$ cat src/rtl/awb_pkg.sv
// Shared types, constants and arithmetic helpers for the auto-white-balance gain path.
package awb_pkg;

  localparam int unsigned DW_DEF     = 8;
  localparam int unsigned ACC_W_DEF  = 32;
  localparam int unsigned FRAC_DEF   = 12;
  localparam int unsigned GAIN_W_DEF = 16;

  typedef enum logic [1:0] {
    ST_IDLE,
    ST_RUN,
    ST_DONE
  } div_state_e;

  function automatic logic [31:0] gain_unity(input int unsigned frac);
    return 32'(1) << frac;
  endfunction

  localparam logic [GAIN_W_DEF-1:0] GAIN_UNITY = GAIN_W_DEF'(gain_unity(FRAC_DEF));

  function automatic logic [63:0] sat_add(input logic [63:0] a, input logic [63:0] b,
                                          input logic [63:0] max);
    logic [64:0] s;
    s = {1'b0, a} + {1'b0, b};
    return (s > {1'b0, max}) ? max : s[63:0];
  endfunction

  function automatic logic [63:0] clamp(input logic [63:0] v, input logic [63:0] max);
    return (v > max) ? max : v;
  endfunction

  // One IIR step: cur + ((tgt - cur) >>> sh), evaluated as signed so it can move both ways.
  function automatic logic [31:0] iir_step(input logic [31:0] cur, input logic [31:0] tgt,
                                           input int unsigned sh);
    logic signed [32:0] diff;
    diff = $signed({1'b0, tgt}) - $signed({1'b0, cur});
    diff = diff >>> sh;
    return 32'($signed({1'b0, cur}) + diff);
  endfunction

endpackage

$ cat src/rtl/awb_div_seq.sv
// Restoring unsigned sequential divider: one quotient bit per cycle, IDLE -> RUN -> DONE.
module awb_div_seq
  import awb_pkg::*;
#(
  parameter int unsigned NUM_W = 44,
  parameter int unsigned DEN_W = 32
) (
  input  logic             clk,
  input  logic             rst_n,
  input  logic             start,
  input  logic [NUM_W-1:0] num,
  input  logic [DEN_W-1:0] den,
  output logic             busy,
  output logic             done,
  output logic [NUM_W-1:0] quo
);

  localparam int unsigned CNT_W = (NUM_W > 1) ? $clog2(NUM_W) : 1;

  div_state_e       state, state_nxt;
  logic [DEN_W-1:0] den_q;
  logic [DEN_W-1:0] rem;
  logic [CNT_W-1:0] cnt;
  logic [DEN_W:0]   rem_sh;
  logic [DEN_W:0]   rem_sub;
  logic             fits;

  always_comb begin
    state_nxt = state;
    rem_sh    = {rem, quo[NUM_W-1]};
    rem_sub   = rem_sh - {1'b0, den_q};
    fits      = (rem_sh >= {1'b0, den_q});
    case (state)
      ST_IDLE: if (start) state_nxt = ST_RUN;
      ST_RUN:  if (cnt == CNT_W'(NUM_W - 1)) state_nxt = ST_DONE;
      default: state_nxt = ST_IDLE;
    endcase
  end

  always_ff @(posedge clk or negedge rst_n) begin
    if (!rst_n) state <= ST_IDLE;
    else        state <= state_nxt;
  end

  // quo doubles as the numerator shift register; quotient bits enter from the bottom.
  always_ff @(posedge clk or negedge rst_n) begin
    if (!rst_n) begin
      busy  <= 1'b0;
      done  <= 1'b0;
      quo   <= '0;
      den_q <= '0;
      rem   <= '0;
      cnt   <= '0;
    end else begin
      busy <= (state_nxt != ST_IDLE);
      done <= (state_nxt == ST_DONE);
      case (state)
        ST_IDLE: begin
          if (start) begin
            quo   <= num;
            den_q <= den;
            rem   <= '0;
            cnt   <= '0;
          end
        end
        ST_RUN: begin
          rem <= fits ? DEN_W'(rem_sub) : DEN_W'(rem_sh);
          quo <= {quo[NUM_W-2:0], fits};
          cnt <= cnt + CNT_W'(1);
        end
        default: ;
      endcase
    end
  end

endmodule

$ cat src/rtl/awb_gain_ctrl.sv
// Gray-world AWB: per-frame RGB sums, sequential R/B gain division, IIR smoothing,
// frame-boundary gain update and a 2-cycle gain-applying pixel path.
module awb_gain_ctrl
  import awb_pkg::*;
#(
  parameter int unsigned       DW        = DW_DEF,
  parameter int unsigned       ACC_W     = ACC_W_DEF,
  parameter int unsigned       FRAC      = FRAC_DEF,
  parameter int unsigned       GAIN_W    = GAIN_W_DEF,
  parameter logic [GAIN_W-1:0] MAX_GAIN  = GAIN_W'(16'hFFFF),
  parameter int unsigned       SMOOTH_SH = 2
) (
  input  logic              I_clk,
  input  logic              I_rst_n,
  input  logic              I_mode,
  input  logic              I_freeze,
  input  logic [GAIN_W-1:0] I_man_r_gain,
  input  logic [GAIN_W-1:0] I_man_b_gain,
  input  logic              I_awb_vs,
  input  logic              I_awb_hs,
  input  logic              I_awb_de,
  input  logic [3*DW-1:0]   I_awb_rgb,
  output logic              O_awb_vs,
  output logic              O_awb_hs,
  output logic              O_awb_de,
  output logic [3*DW-1:0]   O_awb_rgb,
  output logic [GAIN_W-1:0] O_r_gain,
  output logic [GAIN_W-1:0] O_b_gain,
  output logic              O_stat_valid,
  output logic              O_busy
);

  localparam int unsigned       NUM_W    = ACC_W + FRAC;
  localparam int unsigned       PW       = DW + GAIN_W;
  localparam logic [GAIN_W-1:0] UNITY    = GAIN_W'(gain_unity(FRAC));
  localparam logic [63:0]       ACC_MAX  = (64'(1) << ACC_W) - 64'(1);
  localparam logic [63:0]       GAIN_LIM = 64'(MAX_GAIN);

  logic              vs_d, fb;
  logic [DW-1:0]     pix_r, pix_g, pix_b;
  logic [ACC_W-1:0]  acc_r, acc_g, acc_b;
  logic              div_start, busy_r, busy_b, done_r, done_b, div_done;
  logic [NUM_W-1:0]  quo_r, quo_b;
  logic              den0_r, den0_b;
  logic [GAIN_W-1:0] tgt_r, tgt_b;
  logic [GAIN_W-1:0] smooth_r, smooth_b, smooth_r_nxt, smooth_b_nxt;
  logic [GAIN_W-1:0] act_r, act_b;
  logic              s1_vs, s1_hs, s1_de;
  logic [PW-1:0]     s1_pr, s1_pb;
  logic [DW-1:0]     s1_g;
  logic [PW-1:0]     pr_sh, pb_sh;
  logic [DW-1:0]     r_sat, b_sat;

  assign {pix_r, pix_g, pix_b} = I_awb_rgb;
  assign fb        = vs_d & ~I_awb_vs;
  assign div_start = fb & ~(busy_r | busy_b);
  assign div_done  = done_r & done_b;

  // Frame statistics; the sums restart at every frame boundary.
  always_ff @(posedge I_clk or negedge I_rst_n) begin
    if (!I_rst_n) begin
      vs_d   <= 1'b0;
      acc_r  <= '0;
      acc_g  <= '0;
      acc_b  <= '0;
      den0_r <= 1'b0;
      den0_b <= 1'b0;
    end else begin
      vs_d <= I_awb_vs;
      if (div_start) begin
        den0_r <= (acc_r == '0);
        den0_b <= (acc_b == '0);
      end
      if (fb) begin
        acc_r <= '0;
        acc_g <= '0;
        acc_b <= '0;
      end else if (I_awb_hs && I_awb_de) begin
        acc_r <= ACC_W'(sat_add(64'(acc_r), 64'(pix_r), ACC_MAX));
        acc_g <= ACC_W'(sat_add(64'(acc_g), 64'(pix_g), ACC_MAX));
        acc_b <= ACC_W'(sat_add(64'(acc_b), 64'(pix_b), ACC_MAX));
      end
    end
  end

  awb_div_seq #(.NUM_W(NUM_W), .DEN_W(ACC_W)) u_div_r (
    .clk(I_clk), .rst_n(I_rst_n), .start(div_start),
    .num({acc_g, {FRAC{1'b0}}}), .den(acc_r),
    .busy(busy_r), .done(done_r), .quo(quo_r)
  );

  awb_div_seq #(.NUM_W(NUM_W), .DEN_W(ACC_W)) u_div_b (
    .clk(I_clk), .rst_n(I_rst_n), .start(div_start),
    .num({acc_g, {FRAC{1'b0}}}), .den(acc_b),
    .busy(busy_b), .done(done_b), .quo(quo_b)
  );

  always_comb begin
    tgt_r        = den0_r ? MAX_GAIN : GAIN_W'(clamp(64'(quo_r), GAIN_LIM));
    tgt_b        = den0_b ? MAX_GAIN : GAIN_W'(clamp(64'(quo_b), GAIN_LIM));
    smooth_r_nxt = smooth_r;
    smooth_b_nxt = smooth_b;
    if (div_done && !I_mode) begin
      smooth_r_nxt = GAIN_W'(iir_step(32'(smooth_r), 32'(tgt_r), SMOOTH_SH));
      smooth_b_nxt = GAIN_W'(iir_step(32'(smooth_b), 32'(tgt_b), SMOOTH_SH));
    end
  end

  // Active gains only move at a frame boundary so a frame never sees two gain sets.
  always_ff @(posedge I_clk or negedge I_rst_n) begin
    if (!I_rst_n) begin
      smooth_r <= UNITY;
      smooth_b <= UNITY;
      act_r    <= UNITY;
      act_b    <= UNITY;
    end else begin
      smooth_r <= smooth_r_nxt;
      smooth_b <= smooth_b_nxt;
      if (fb && !I_freeze) begin
        if (I_mode) begin
          act_r    <= I_man_r_gain;
          act_b    <= I_man_b_gain;
          smooth_r <= I_man_r_gain;
          smooth_b <= I_man_b_gain;
        end else begin
          act_r <= smooth_r_nxt;
          act_b <= smooth_b_nxt;
        end
      end
    end
  end

  always_comb begin
    pr_sh = s1_pr >> FRAC;
    pb_sh = s1_pb >> FRAC;
    r_sat = (|pr_sh[PW-1:DW]) ? {DW{1'b1}} : pr_sh[DW-1:0];
    b_sat = (|pb_sh[PW-1:DW]) ? {DW{1'b1}} : pb_sh[DW-1:0];
  end

  always_ff @(posedge I_clk or negedge I_rst_n) begin
    if (!I_rst_n) begin
      s1_vs     <= 1'b0;
      s1_hs     <= 1'b0;
      s1_de     <= 1'b0;
      s1_pr     <= '0;
      s1_pb     <= '0;
      s1_g      <= '0;
      O_awb_vs  <= 1'b0;
      O_awb_hs  <= 1'b0;
      O_awb_de  <= 1'b0;
      O_awb_rgb <= '0;
    end else begin
      s1_vs     <= I_awb_vs;
      s1_hs     <= I_awb_hs;
      s1_de     <= I_awb_de;
      s1_pr     <= PW'(pix_r) * PW'(act_r);
      s1_pb     <= PW'(pix_b) * PW'(act_b);
      s1_g      <= pix_g;
      O_awb_vs  <= s1_vs;
      O_awb_hs  <= s1_hs;
      O_awb_de  <= s1_de;
      O_awb_rgb <= {r_sat, s1_g, b_sat};
    end
  end

  assign O_r_gain     = act_r;
  assign O_b_gain     = act_b;
  assign O_busy       = busy_r | busy_b;
  assign O_stat_valid = div_done;

endmodule

$ cat config.mk
export PLATFORM = sky130hd
export DESIGN_NAME = awb_gain_ctrl
export DESIGN_NICKNAME = d
export VERILOG_FILES = /design/src/rtl/awb_pkg.sv /design/src/rtl/awb_div_seq.sv /design/src/rtl/awb_gain_ctrl.sv
export SDC_FILE = /design/constraint.sdc
export NUM_CORES = 2
export LEC_CHECK = 0
export BUFFER_PORTS_ARGS = -buffer_cell sky130_fd_sc_hd__buf_4
export CORE_MARGIN = 4
export CORE_UTILIZATION = 50
export DETAILED_ROUTE_END_ITERATION = 16
export HOLD_SLACK_MARGIN = 0.02
export PLACE_DENSITY = 0.66
export SLEW_MARGIN = 5
export SYNTH_ARGS = -nofsm -noshare
export SYNTH_HDL_FRONTEND = slang
export SYNTH_HIERARCHICAL = 1
export SYNTH_SLANG_ARGS = --single-unit
$ cat constraint.sdc
create_clock -name I_clk -period 5.4 [get_ports I_clk]
set_input_delay 0.54 -clock I_clk [delete_from_list [all_inputs] [get_ports I_clk]]
set_output_delay 0.54 -clock I_clk [all_outputs]
set_load 0.01 [all_outputs]
==> out/qor.json <==
{
  "synthesis": {
    "async_flop_share_pct": 100.0,
    "ys_seq_area_share_pct": 32.49,
    "synth_area_mm2": 0.03544,
    "yosys_register_bits": 460,
    "synth-main-ff-cell": "sky130_fd_sc_hd__dfrtp_1",
    "synth-edff-count": 0,
    "syn-mean-instance-area_um2": 8.812,
    "post_synthesis_instance_total": 4022,
    "synth-warning-count": 6,
    "number_of_distinct_library_cells_after_synthesis": 94
  },
  "global_routing": {
    "grt_remaining_overflow": 0,
    "wire_length_of_the_first_global_routing_pass_um": 156800,
    "grt_max_degree": 147,
    "first_global_vias": 29410,
    "grtUsageTotal_pct": 25.24,
    "antenna_violations_before_repair": 2
  },
  "floorplanning": {
    "fp.dieH_um": 274.2,
    "start_util_pct": 50.52,
    "chipWidth_um": 274.2,
    "floorplan.rows": 97,
    "core_area_mm2": 0.07015,
    "num_io_pins": 124,
    "die_footprint_mm2": 0.07521
  },
  "placed_design": {
    "place_worst_setup_slack_ns": -0.3580,
    "io_buffers": 123,
    "gp_congestion": 0.8993,
    "post-place-cells": 4984,
    "post-dp-hpwl_um": 68560,
    "placement.cell_area_mm2": 0.03751
  },
  "final_layout": {
    "layout.filler_cells": 6473,
    "design_area_mm2": 0.03974,
    "final_nets": 4590,
    "mostFrequentLayoutCells": "456 x sky130_fd_sc_hd__nand2_1, 450 x sky130_fd_sc_hd__dfrtp_1, 311 x sky130_fd_sc_hd__inv_1",
    "layout.cells.non_filler": 5102,
    "final_common_cell": "sky130_fd_sc_hd__nand2_1",
    "layout-area-overhead-vs-synth_pct": 12.13,
    "layout-drive-gt1-share_pct": 11.13,
    "final_core_util_pct": 56.65
  },
  "critical_path": {
    "critical_path_peak_fanout": 4,
    "regToRegEndpoint": "s1_pr[23]",
    "critical_path.endpoint": "s1_pr[23]",
    "worst_path_class_setup": "reg -> reg",
    "setup.worst_path.end_class": "register",
    "critPathLaunchType": "register",
    "timing.critical_path.from": "O_r_gain[1]",
    "worst-r2r-setup-slack_ns": 0.07,
    "path_depth_of_the_worst_reg2reg_path": 17,
    "timing.critical_path.required_ns": 5.94,
    "worstPathArrival_ns": 5.87,
    "crit-reg2reg-launch": "O_r_gain[1]"
  },
  "run": {
    "max-cap-violations": 0
  },
  "timing": {
    "fin_worst_skew_ns": 0.03940,
    "unrepaired_setup_endpoints_after_global_routing": "true",
    "fin_ws_ns": 0.07186,
    "tightest_slew_ns": 1.248,
    "final_min_period_over_clock_period_pct": 98.67,
    "hold_viol": 0,
    "final_period_minus_worst_setup_slack_ns": 5.328,
    "fin_setup_tns_ns": 0,
    "slew_violations": 0,
    "max-slew-margin-rel_pct": 16.03,
    "achievable-frequency_mhz": 187.7,
    "setup-violations-final": 0
  },
  "outcome": {
    "status": "finished clean"
  },
  "pwr": {
    "pwr_density_cell_mw_per_mm2": 625.3,
    "vdd_ir_drop_max_mv": 0.5526,
    "cellLeakagePower_nw": 17.74
  },
  "clock_tree": {
    "h-tree-depth": 2,
    "numCtsBuffers": 53,
    "clk_latency_ns": 0.64,
    "cts_max_path_buffers": 3,
    "cts_tree": "done",
    "clock-root-buffer": "sky130_fd_sc_hd__clkbuf_16",
    "cts.sink_count": 460,
    "clk_pin_slew_ns": 0.06
  },
  "detailed_routing": {
    "vias_per_cell": 5.879,
    "drc": 0,
    "drt-total-wl_um": 95520,
    "num_vias": 29990,
    "route.detailed.wl_per_inst_um": 18.72,
    "drt.antenna.violating_nets": 0,
    "drt_first_pass_iters": 6,
    "drt-initial-drc-count": 2519
  },
  "worst_hold_path": {
    "min-delay-path-class": "in -> reg"
  }
}
synthesized netlist by cell type, types with 13 or more instances:
cell type                  count  area [um2]
sky130_fd_sc_hd__and2_1      138       863.3
sky130_fd_sc_hd__nor4_1       51       319.1
sky130_fd_sc_hd__a311oi_1     26       227.7
sky130_fd_sc_hd__o21ai_0     196       980.9
sky130_fd_sc_hd__nand2b_1     46       287.8
sky130_fd_sc_hd__inv_1       313        1175
sky130_fd_sc_hd__buf_2        18       90.09
sky130_fd_sc_hd__clkbuf_1    172       645.6
sky130_fd_sc_hd__nand4_1      42       262.8
sky130_fd_sc_hd__nor2b_1      20       125.1
sky130_fd_sc_hd__o21bai_1     33       247.7
sky130_fd_sc_hd__or3_1        22       137.6
sky130_fd_sc_hd__buf_1        13       48.80
sky130_fd_sc_hd__xor2_1       45       394.1
sky130_fd_sc_hd__a41oi_1      16       140.1
sky130_fd_sc_hd__xnor2_1      92       805.8
sky130_fd_sc_hd__fa_1        173        3463
sky130_fd_sc_hd__a21oi_1     310        1551
sky130_fd_sc_hd__and4_1       13       113.9
sky130_fd_sc_hd__a221o_1      18       180.2
sky130_fd_sc_hd__o31ai_1      15       112.6
sky130_fd_sc_hd__a211oi_1     40       300.3
sky130_fd_sc_hd__a21o_1       53       397.9
sky130_fd_sc_hd__and3_1       47       294.0
sky130_fd_sc_hd__nand2_1     463        1738
sky130_fd_sc_hd__o22ai_1     177        1107
sky130_fd_sc_hd__o31ai_2      16       200.2
sky130_fd_sc_hd__o211ai_1     42       315.3
sky130_fd_sc_hd__ha_1        236        2953
sky130_fd_sc_hd__o21a_1       23       172.7
sky130_fd_sc_hd__nor3_1      104       520.5
sky130_fd_sc_hd__dfrtp_1     456       11410
sky130_fd_sc_hd__o21ai_1      16       80.08
sky130_fd_sc_hd__a31oi_1      60       375.4
sky130_fd_sc_hd__nand3_1      69       345.3
sky130_fd_sc_hd__nor2_1      228       855.8
sky130_fd_sc_hd__buf_4        17       127.6
worst min path at each step:
stage                          endpoint        startpoint  depth (start not counted)  slack, ns
after floorplan                O_awb_de           I_rst_n                          0       0.24
after global placement         O_awb_de             s1_de                          0       0.33
after detailed placement  O_awb_rgb[13]           s1_g[5]                          0       0.33
after CTS                   smooth_b[7]   I_man_b_gain[7]                          3       0.10
after global routing       smooth_r[12]  I_man_r_gain[12]                          3       0.13
final                      smooth_r[12]  I_man_r_gain[12]                          3       0.14
kinds of logic after synthesis:
family / synth area share [%]
compound gates: 21.25
xor+xnor: 3.386
fa+ha+maj: 18.10
buf+inv: 6.312
flops: 32.49
mux: 0.4060
other cells: 0.01058
simple gates: 18.04
worst max-delay path, stage by stage, from the launching register on:
cell and delay, ns:
sky130_fd_sc_hd__dfrtp_1 0.42, sky130_fd_sc_hd__nand2_2 0.08, sky130_fd_sc_hd__fa_1 0.50, sky130_fd_sc_hd__fa_1 0.54, sky130_fd_sc_hd__inv_2 0.04, sky130_fd_sc_hd__fa_1 0.55
sky130_fd_sc_hd__fa_1 0.42, sky130_fd_sc_hd__ha_1 0.32, sky130_fd_sc_hd__a21o_1 0.16, sky130_fd_sc_hd__a211o_1 0.28, sky130_fd_sc_hd__a211o_1 0.28, sky130_fd_sc_hd__a2111oi_4 0.35
sky130_fd_sc_hd__o21ai_2 0.13, sky130_fd_sc_hd__o41ai_4 0.28, sky130_fd_sc_hd__o21ai_2 0.12, sky130_fd_sc_hd__or4_4 0.45, sky130_fd_sc_hd__a31oi_4 0.19, sky130_fd_sc_hd__xnor2_1 0.13
flip-flops by register name, indices dropped and copies added (netlist names), 24 cells and up:
| signal | count |
|---|---|
| O_awb_rgb | 24 |
| acc_b | 32 |
| acc_g | 32 |
| acc_r | 32 |
| u_div_b/den_q | 32 |
| u_div_b/quo | 44 |
| u_div_b/rem | 32 |
| u_div_r/den_q | 32 |
| u_div_r/quo | 44 |
| u_div_r/rem | 32 |
per-layer routing:
metal	routed length [um]	share of wire, %	track usage [%]
met1	44320	46	36.53
met2	43660	46	40.48
met3	5391	5.6	3.063
met4	2148	2.2	6.447
met5	0	0	0
power breakdown:
part | leakage, nW | total [mW] | internal [mW] | switching, mW
Sequential | 5.51 | 5.63 | 4.64 | 0.991
Combinational | 11.3 | 15.4 | 6.53 | 8.87
Clock | 0.910 | 3.82 | 2.27 | 1.55
through the flow:
step | power (mW) | hold slack [ns]
after floorplan | 17.19 | 0.2444
after global placement | 20.55 | 0.3322
after detailed placement | 20.76 | 0.3347
after CTS | 24.79 | 0.1031
after global routing | 27.09 | 0.1333
final | 24.85 | 0.1361
cell type report:
type | instances | area (um2) | share of cell area, %
Multi-Input combinational cell | 3038 | 22020 | 55.42
Inverter | 315 | 1182 | 2.975
Timing Repair Buffer | 250 | 1956 | 4.921
Tap cell | 940 | 1176 | 2.960
Clock buffer | 73 | 1511 | 3.803
Clock inverter | 24 | 361.6 | 0.9099
Antenna cell | 2 | 5.005 | 0.01259
Sequential cell | 460 | 11520 | 29.00
timing repair:
| item | CTS | global route |
|---|---|---|
| endpoints found under the setup margin | 2 | 12 |
| setup buffers | 3 | 4 |
| gates resized for setup | 7 | 29 |
| hold buffers | 12 | 0 |
| pin swaps | 12 | 8 |
| endpoints found under the hold margin | 38 | 0 |
No activity file was read; power rests on OpenSTA's default activity.
